==> config.mk <==
export PLATFORM = sky130hd
export DESIGN_NAME = inst_fetch
export DESIGN_NICKNAME = d
export VERILOG_FILES = /design/src/rtl/fetch_pkg.sv /design/src/rtl/fetch_fifo.sv /design/src/rtl/inst_fetch.sv
export SDC_FILE = /design/constraint.sdc
export NUM_CORES = 1
export LEC_CHECK = 0
export BUFFER_PORTS_ARGS = -buffer_cell sky130_fd_sc_hd__buf_2
export CORE_UTILIZATION = 35
export CTS_BUF_LIST = sky130_fd_sc_hd__clkbuf_4 sky130_fd_sc_hd__clkbuf_8
export DETAILED_ROUTE_END_ITERATION = 6
export PLACE_DENSITY = 0.62
export REMOVE_ABC_BUFFERS = 1
export SKIP_CTS_REPAIR_TIMING = 1
export SLEW_MARGIN = 25
export SYNTH_ARGS = -nofsm -noshare
export SYNTH_HDL_FRONTEND = slang
export SYNTH_HIERARCHICAL = 1
export SYNTH_SLANG_ARGS = --single-unit
==> constraint.sdc <==
create_clock -name clock -period 1.8 [get_ports clock]
set_input_delay 0.18 -clock clock [delete_from_list [all_inputs] [get_ports clock]]
set_output_delay 0.18 -clock clock [all_outputs]
set_load 0.1 [all_outputs]
==> src/rtl/fetch_pkg.sv <==
// Shared types and constants for the instruction fetch stage.
package fetch_pkg;
  localparam int PC_W    = 16;
  localparam int INSTR_W = 32;
  localparam logic [PC_W-1:0] PC_INC = 16'd4;

  typedef enum logic [1:0] {IDLE, WAIT, SQUASH} state_t;

  typedef struct packed {
    logic [PC_W-1:0]    pc;
    logic [INSTR_W-1:0] instr;
  } fetch_entry_t;

  function automatic logic [PC_W-1:0] align_pc(input logic [PC_W-1:0] a);
    return {a[PC_W-1:2], 2'b00};
  endfunction
endpackage

==> src/rtl/fetch_fifo.sv <==
// Two-entry queue of {pc, instr}; head is held in a register so outputs are flop-driven.
module fetch_fifo
  import fetch_pkg::*;
#(
  parameter int DEPTH = 2
) (
  input  logic         clock,
  input  logic         reset_n,
  input  logic         push,
  input  logic         pop,
  input  logic         flush,
  input  fetch_entry_t wdata,
  output logic         full,
  output logic         empty,
  output fetch_entry_t head
);
  fetch_entry_t slot1;
  logic [1:0]   count;
  logic         pop_ok, push_ok;

  assign full    = (count == 2'(DEPTH));
  assign empty   = (count == 2'd0);
  assign pop_ok  = pop && !empty;
  assign push_ok = push && (!full || pop_ok);

  always_ff @(posedge clock or negedge reset_n) begin
    if (!reset_n) begin
      head  <= '0;
      slot1 <= '0;
      count <= 2'd0;
    end else if (flush) begin
      count <= 2'd0;
    end else begin
      unique case ({push_ok, pop_ok})
        2'b10: begin
          if (count == 2'd0) head <= wdata;
          else               slot1 <= wdata;
          count <= count + 2'd1;
        end
        2'b01: begin
          head  <= slot1;
          count <= count - 2'd1;
        end
        2'b11: begin
          // Simultaneous push/pop: new word lands wherever the head will next read.
          if (count == 2'd1) head <= wdata;
          else begin
            head  <= slot1;
            slot1 <= wdata;
          end
        end
        default: ;
      endcase
    end
  end
endmodule

==> src/rtl/inst_fetch.sv <==
// Fetch stage: owns the PC, issues one imem read at a time, queues PC-tagged words for decode.
module inst_fetch
  import fetch_pkg::*;
#(
  parameter logic [PC_W-1:0] RESET_PC = 16'h0000,
  parameter int              DEPTH    = 2
) (
  input  logic               clock,
  input  logic               reset_n,
  output logic               imem_req,
  output logic [PC_W-1:0]    imem_addr,
  input  logic               imem_ready,
  input  logic               imem_rvalid,
  input  logic [INSTR_W-1:0] imem_rdata,
  input  logic               redirect,
  input  logic [PC_W-1:0]    redirect_pc,
  output logic               if_valid,
  input  logic               if_ready,
  output logic [INSTR_W-1:0] if_instr,
  output logic [PC_W-1:0]    if_pc
);
  state_t          state, state_nxt;
  logic [PC_W-1:0] pc, req_pc;
  logic            accept, push, pop, full, empty;
  fetch_entry_t    head, wdata;

  // Issuing only from IDLE with a free slot guarantees the response always fits.
  assign imem_req  = reset_n && (state == IDLE) && !full && !redirect;
  assign imem_addr = pc;
  assign accept    = imem_req && imem_ready;

  assign push  = (state == WAIT) && imem_rvalid && !redirect;
  assign wdata = '{pc: req_pc, instr: imem_rdata};

  assign if_valid = !empty && !redirect;
  assign pop      = if_valid && if_ready;
  assign if_instr = head.instr;
  assign if_pc    = head.pc;

  fetch_fifo #(.DEPTH(DEPTH)) u_fifo (
    .clock   (clock),
    .reset_n (reset_n),
    .push    (push),
    .pop     (pop),
    .flush   (redirect),
    .wdata   (wdata),
    .full    (full),
    .empty   (empty),
    .head    (head)
  );

  always_comb begin
    state_nxt = state;
    unique case (state)
      IDLE:    if (accept) state_nxt = WAIT;
      WAIT: begin
        if (imem_rvalid)   state_nxt = IDLE;
        else if (redirect) state_nxt = SQUASH;
      end
      SQUASH:  if (imem_rvalid) state_nxt = IDLE;
      default: state_nxt = IDLE;
    endcase
  end

  always_ff @(posedge clock or negedge reset_n) begin
    if (!reset_n) begin
      state  <= IDLE;
      pc     <= RESET_PC;
      req_pc <= RESET_PC;
    end else begin
      state <= state_nxt;
      if (redirect) begin
        pc <= align_pc(redirect_pc);
      end else if (accept) begin
        req_pc <= pc;
        pc     <= pc + PC_INC;
      end
    end
  end
endmodule

# [After elaboration in Yosys (flattened, before gate mapping)]
# Cells that the tools add are included.
# Widths: inputs -> output; s select.
[totals] register_bits=132 latch_bits=0 ram_bits=0 mem_bits_ro=0 in_bits=54 out_inout_bits=66 wordCells=64 n_memories=0
[op_classes] add_sub_neg=3 mul=0 div_mod_pow=0 order_cmp=0 eq_ne=13 n_shift=0 n_mux=15 n_bitwise=1 reduce_logical=24
[ops] cell="$mux 48" n=4
[ops] cell="$pmux 48 s3" n=1
[ops] cell="$pmux 48 s2" n=1
[ops] cell="$mux 16" n=2
[ops] cell="$add 16x3->16 const B" n=1
[ops] cell="$logic_and 1x1->1" n=10
[ops] cell="$mux 2" n=5
[ops] cell="$eq 2x2->1 const B" n=4
[ops] cell="$ne 2x2->1 const B" n=4
[ops] cell="$eq 2x1->1 const B" n=3
[ops] cell="$pmux 2 s3" n=1
[ops] cell="$reduce_and 3->1" n=2
[ops] cell="$reduce_bool 3->1" n=2
[ops] cell="$logic_not 2->1" n=2
[ops] cell="$pmux 2 s2" n=1
[ops] cell="$reduce_and 4->1" n=1
[ops] cell="$reduce_bool 2->1" n=2
[ops] cell="$logic_not 1->1" n=3
[ops] cell="$ne 3x3->1 const B" n=1
[ops] cell="$add 2x1->2 const B" n=1
[ops] cell="$ne 2x1->1 const B" n=1
[ops] cell="$reduce_and 2->1" n=1
[ops] cell="$sub 2x1->2 const B" n=1
[ops] cell="$logic_or 1x1->1" n=1
[ops] cell="$not 1->1" n=1

# [Logic depth before layout (Yosys ltp)]
[logic_depth] word_depth=10 ltp_mapped=11 mapped_depth_nobuf=8

# [Cells and area by module]
# The synthesis kept the hierarchy.
[by_module_without_submodules] module="fetch_fifo" instances=1 cells_per_inst=333 area_each_um2=4287.9 seq_area_each_um2=2452.4
[by_module_without_submodules] module="inst_fetch" instances=1 cells_per_inst=171 area_each_um2=1606.5 seq_area_each_um2=750.7

# [Worst setup path after synthesis]
# No wires, ideal clock.
[synth_timing] path_kind="register -> register" startpoint="reg u_fifo.count[0]" endpoint="reg u_fifo/slot1[26] in the netlist's numbering" setup_ns=0.125 arrival_time_ns=3.225 required_time_ns=1.675 slack_ns=-1.550 path_stages_with_launch=10 path_buffers=2 synth_period_minus_slack_ns=3.350 cell_sequence="dfrtp_1 > inv_1 > ha_1 > nor2_1 > and2_1 > mux2i_1 > nand3_1 > buf_4 > buf_6 > mux2_4"
[synth_between] elab_chain_len=10 elab_cells_between_ends=17 classes_between="eq/ne (6); mux (1); reduce/logical (10)"
[synth_lines] item="start, declared" line="fetch_fifo.sv:18" rtl="logic [1:0] count;"
[synth_lines] item="start signal, assigned" line="fetch_fifo.sv:38" rtl="count <= count + 2'd1;"
[synth_lines] item="start signal, assigned" line="fetch_fifo.sv:42" rtl="count <= count - 2'd1;"
[synth_lines] item="$logic_not 2->1 *" line="fetch_fifo.sv:22" rtl="assign empty = (count == 2'd0);"
[synth_lines] item="via empty" line="inst_fetch.sv:24" rtl="logic accept, push, pop, full, empty;"
[synth_lines] item="$logic_not 1->1 *" line="inst_fetch.sv:35" rtl="assign if_valid = !empty && !redirect;"
[synth_lines] item="$logic_and 1x1->1 *" line="inst_fetch.sv:35"
[synth_lines] item="via if_valid" line="inst_fetch.sv:17" rtl="output logic if_valid,"
[synth_lines] item="$logic_and 1x1->1 *" line="inst_fetch.sv:36" rtl="assign pop = if_valid && if_ready;"
[synth_lines] item="via pop" line="inst_fetch.sv:24"
[synth_lines] item="$logic_and 1x1->1 *" line="fetch_fifo.sv:23" rtl="assign pop_ok = pop && !empty;"
[synth_lines] item="$logic_or 1x1->1" line="fetch_fifo.sv:24" rtl="assign push_ok = push && (!full || pop_ok);"
[synth_lines] item="$logic_and 1x1->1" line="fetch_fifo.sv:24"
[synth_lines] item="$eq 2x2->1" line="fetch_fifo.sv:34" rtl="unique case ({push_ok, pop_ok})"
[synth_lines] item="$ne 2x2->1 (no line) / $reduce_bool 2->1 (equally long branches)"
[synth_lines] item="$reduce_and 4->1 (no line)"
[synth_lines] item="end signal, assigned" line="fetch_fifo.sv:37" rtl="else slot1 <= wdata;"
[synth_lines] item="end signal, assigned" line="fetch_fifo.sv:49" rtl="slot1 <= wdata;"
[synth_lines] item="end, declared" line="fetch_fifo.sv:17" rtl="fetch_entry_t slot1;"
# Mark *: on every way through the listed nets, which the timed path passes. The rest lies on a longest branch.
# A chain may end at the register's enable or synchronous reset.

# [Worst setup path after layout]
[layout_timing] startpoint="reg state[0]" endpoint="out imem_req"
[layout_between] elab_chain_len=4
[layout_lines] item="start, declared" line="inst_fetch.sv:22" rtl="state_t state, state_nxt;"
[layout_lines] item="start signal, assigned" line="inst_fetch.sv:71" rtl="state <= state_nxt;"
[layout_lines] item="$logic_not 2->1" line="inst_fetch.sv:28" rtl="assign imem_req = reset_n && (state == IDLE) && !full && !redirect;"
[layout_lines] item="$logic_and 1x1->1 (3 in series)" line="inst_fetch.sv:28"
[layout_lines] item="end, declared" line="inst_fetch.sv:10" rtl="output logic imem_req,"
# No other way between the ends.

==> impl_metrics.ini <==
[global_route]
grt_pass1_wl_mm = 22.51
grt_max_degree = 121
gr-total-overflow = 0
antenna_found_initial = 1
track_usage = 0.1647
grt_pass1_vias = 4374

[synth]
synth_seq_cells = 128
post_synth_num_cell_types = 52
yosysWarnings = 6
synth_top_cell_by_area = dfrtp_1
synth.area.top_cells = dfrtp_1 (54%), mux2i_1 (8.5%), mux2_2 (5.7%), mux2_4 (5.1%), a21oi_1 (4.2%)
ys_seq_area_frac = 0.5434
synth_area_sq_um = 5894
syn-instance-count = 504
yosysTopAreaCellShare = 0.5434
syn_area_per_cell_sq_um = 11.70

[placed_design]
gp_congestion = 0.8423
placed_cells = 852
dp_slack_ns = -0.2476
dpl.hpwl_mm = 9.513
placed_area_sq_um = 6970
numPortBuffers = 115

[setup_path]
reg2reg_from = u_fifo/count[0]$_DFFE_PN0P_
crit_buf_inv = 3
crit_type = reg -> out
crit_path_top_delay_cell = dfrtp_1
path_max_fanout = 6
critPathTopFamily = simple AND/OR/NAND/NOR gates
start_kind = register
cp.arrival_ns = 1.88
endpoint_kind = output port
crit_path_start = state[0]$_DFFE_PN0P_
required_ns = 1.62
path_cells = buf_6 -> or3_4 -> nor3b_4 -> buf_4 -> buf_12
critical-path-max-stage-delay_ns = 0.39

[finish]
area_growth_syn_to_layout_pct = 46.91
multiInputGateArea_sq_um = 2761
n_fill_cell = 1420
regArea_sq_um = 3204
final_area_sq_um = 8660
final_nets = 786
utilization = 0.5240
final_cells = 961
layout-drive-gt1-share = 0.4332
num_antenna_cells = 0

[run_status]
failed_checks = setup timing
status = finished, violations left

[routing]
drtPass1Iterations = 6
drt-initial-drc-count = 231
wire_per_inst_um = 17.45
ant_nets = 0
dr_total_vias = 4755
via_per_inst = 4.948
drc = 0
wirelength_mm = 16.77

[clocking]
cts_buffers = 17
cts_tree = done
cts.reportedPaths.clkPinSlew_ns = 0.07
cts_root_buffer = clkbuf_8
cts_buffer_depth = 2
insertion_delay_ns = 0.45
htree_levels = 4
cts.sinks = 128

[floorplanning]
boundaryPins = 120
die_w_um = 131.8
core_region_area_sq_um = 16520
fp.dieH_um = 131.8
rows = 47
die_area_sq_um = 17360
start_util = 0.3567

[sta]
fmaxAchievable_ghz = 0.4847
drv_slew = 0
slew_headroom = 0.5721
min_period_ns = 2.063
setup_viol = 95
rsz0062_at_grt = yes
final.setup.worst_slack_ns = -0.2633
hold_viol = 0
tightestPinTransition_ns = 0.6418
finalCritPeriodShare = 1.146
finClkSkew_ns = 0.01341

[power_and_ir_drop]
leakagePower_nw = 4.467
power.total_w = 0.01113
power.density_nw_per_um2 = 1285
peakVddDrop_mv = 0.7722

[run]
maxCapViolCount = 0

[hold_path]
hp-class = in -> reg
hp-start = imem_rdata[13]
==> metal layers <==
layer	global-route usage	vias up	part of all wire
li1	-	2214	-
met1	0.2167	2364	0.44
met2	0.2546	150	0.50
met3	0.05267	25	0.048
met4	0.05943	2	0.015
met5	0	-	0.00078
==> final timing paths <==
| path | to | slack [ns] | cells past startpoint |
|---|---|---|---|
| hold reg to reg | u_fifo/slot1[47]$_DFFE_PN0P_ | 0.51 | 1 |
| setup reg to reg | u_fifo/slot1[27]$_DFFE_PN0P_ | -0.25 | 8 |
| hold / removal | u_fifo/slot1[13]$_DFFE_PN0P_ | 0.05 | 2 |
| max in group asynchronous | u_fifo/slot1[22]$_DFFE_PN0P_ | 0.75 | 3 |
| min in group asynchronous | imem_addr[8]$_DFFE_PN0P_ | 0.18 | 2 |
| setup / recovery | imem_req | -0.26 | 5 |
==> synthesized netlist by cell type (all sizes together) <==
master / count
dfrtp: 128
o311ai: 4
o31ai: 1
and4: 1
a221o: 5
a211oi: 2
and3b: 1
nand3: 7
nand2b: 3
a311o: 2
a21oi: 52
nor3b: 2
a22oi: 1
mux2i: 50
nor2b: 5
nand2: 55
conb: 1
a41oi: 1
inv: 4
nand4: 3
or3: 2
xnor2: 1
clkbuf: 5
o21ai: 7
mux2: 50
nor2: 57
o21bai: 2
buf: 25
o211ai: 2
and2: 4
ha: 4
and3: 4
nor3: 8
nand3b: 3
a21o: 2
==> kinds of logic after synthesis <==
logic type / count (synthesis) / synth area share
AND/OR/NAND/NOR: 155 / 0.1263
multiplexers: 100 / 0.1932
adder cells (fa/ha/maj): 4 / 0.008491
flip-flops: 128 / 0.5434
AO/OA/AOI/OAI: 81 / 0.08703
XOR/XNOR: 1 / 0.001486
other: 1 / 0.0006362
buffers and inverters: 34 / 0.03948
==> layout by cell type (no fill, tap or decap), types with 3 or more instances in the layout <==
| cell | Yosys | routed |
|---|---|---|
| dfrtp_1 | 128 | 127 |
| buf_2 | 11 | 112 |
| nand2_1 | 54 | 54 |
| dlygate4sd3_1 | 0 | 47 |
| nor2_1 | 56 | 44 |
| a21oi_1 | 50 | 43 |
| mux2i_1 | 50 | 40 |
| mux2_2 | 30 | 29 |
| buf_4 | 6 | 27 |
| mux2_4 | 20 | 21 |
| clkbuf_8 | 0 | 19 |
| buf_6 | 6 | 13 |
| clkbuf_16 | 0 | 11 |
| buf_12 | 0 | 11 |
| buf_8 | 2 | 7 |
| mux2i_2 | 0 | 7 |
| nor2_2 | 0 | 7 |
| a21oi_2 | 2 | 7 |
| nor3_1 | 6 | 6 |
| conb_1 | 1 | 6 |
| nor2_4 | 0 | 5 |
| a221o_1 | 5 | 5 |
| nand3_1 | 6 | 5 |
| o21ai_1 | 3 | 4 |
| and3_1 | 4 | 4 |
| nor2b_1 | 5 | 4 |
| clkinv_2 | 0 | 4 |
| and2_1 | 4 | 3 |
| o21ai_0 | 4 | 3 |
| o311ai_1 | 3 | 3 |
| clkbuf_4 | 0 | 3 |
| clkinvlp_4 | 0 | 3 |
| mux2i_4 | 0 | 3 |
==> report_power, final <==
part           switching (W)  total [W]  internal, W
Sequential          0.000367    0.00378      0.00341
Combinational        0.00398    0.00487     0.000896
Clock                0.00113    0.00247      0.00134
==> final cells by class <==
cell class              instances  area share
repair buffers                229      0.2319
well taps                     220     0.03179
multi-input cells             348      0.3189
clock inverters                10     0.01286
inverters                       4    0.001734
flip-flops and latches        128      0.3700
clock buffers                  22     0.03280
==> registers in the layout, summed over array words and instances, names as in the netlist <==
register / count
imem_addr: 14
req_pc: 14
state: 2
u_fifo/count: 2
u_fifo/head: 48
u_fifo/slot1: 48
==> through the flow <==
stage / hold slack (ns) / TNS [ns]
2_1_floorplan: -0.1156 / -287.54
3_3_place_gp: -0.0008102 / -8.206
3_5_place_dp: 0.004017 / -13.15
4_1_cts: -0.4948 / -14.60
5_1_grt: 0.02714 / -18.52
6_report: 0.04838 / -12.80
Power figures use the tool's default switching activity.
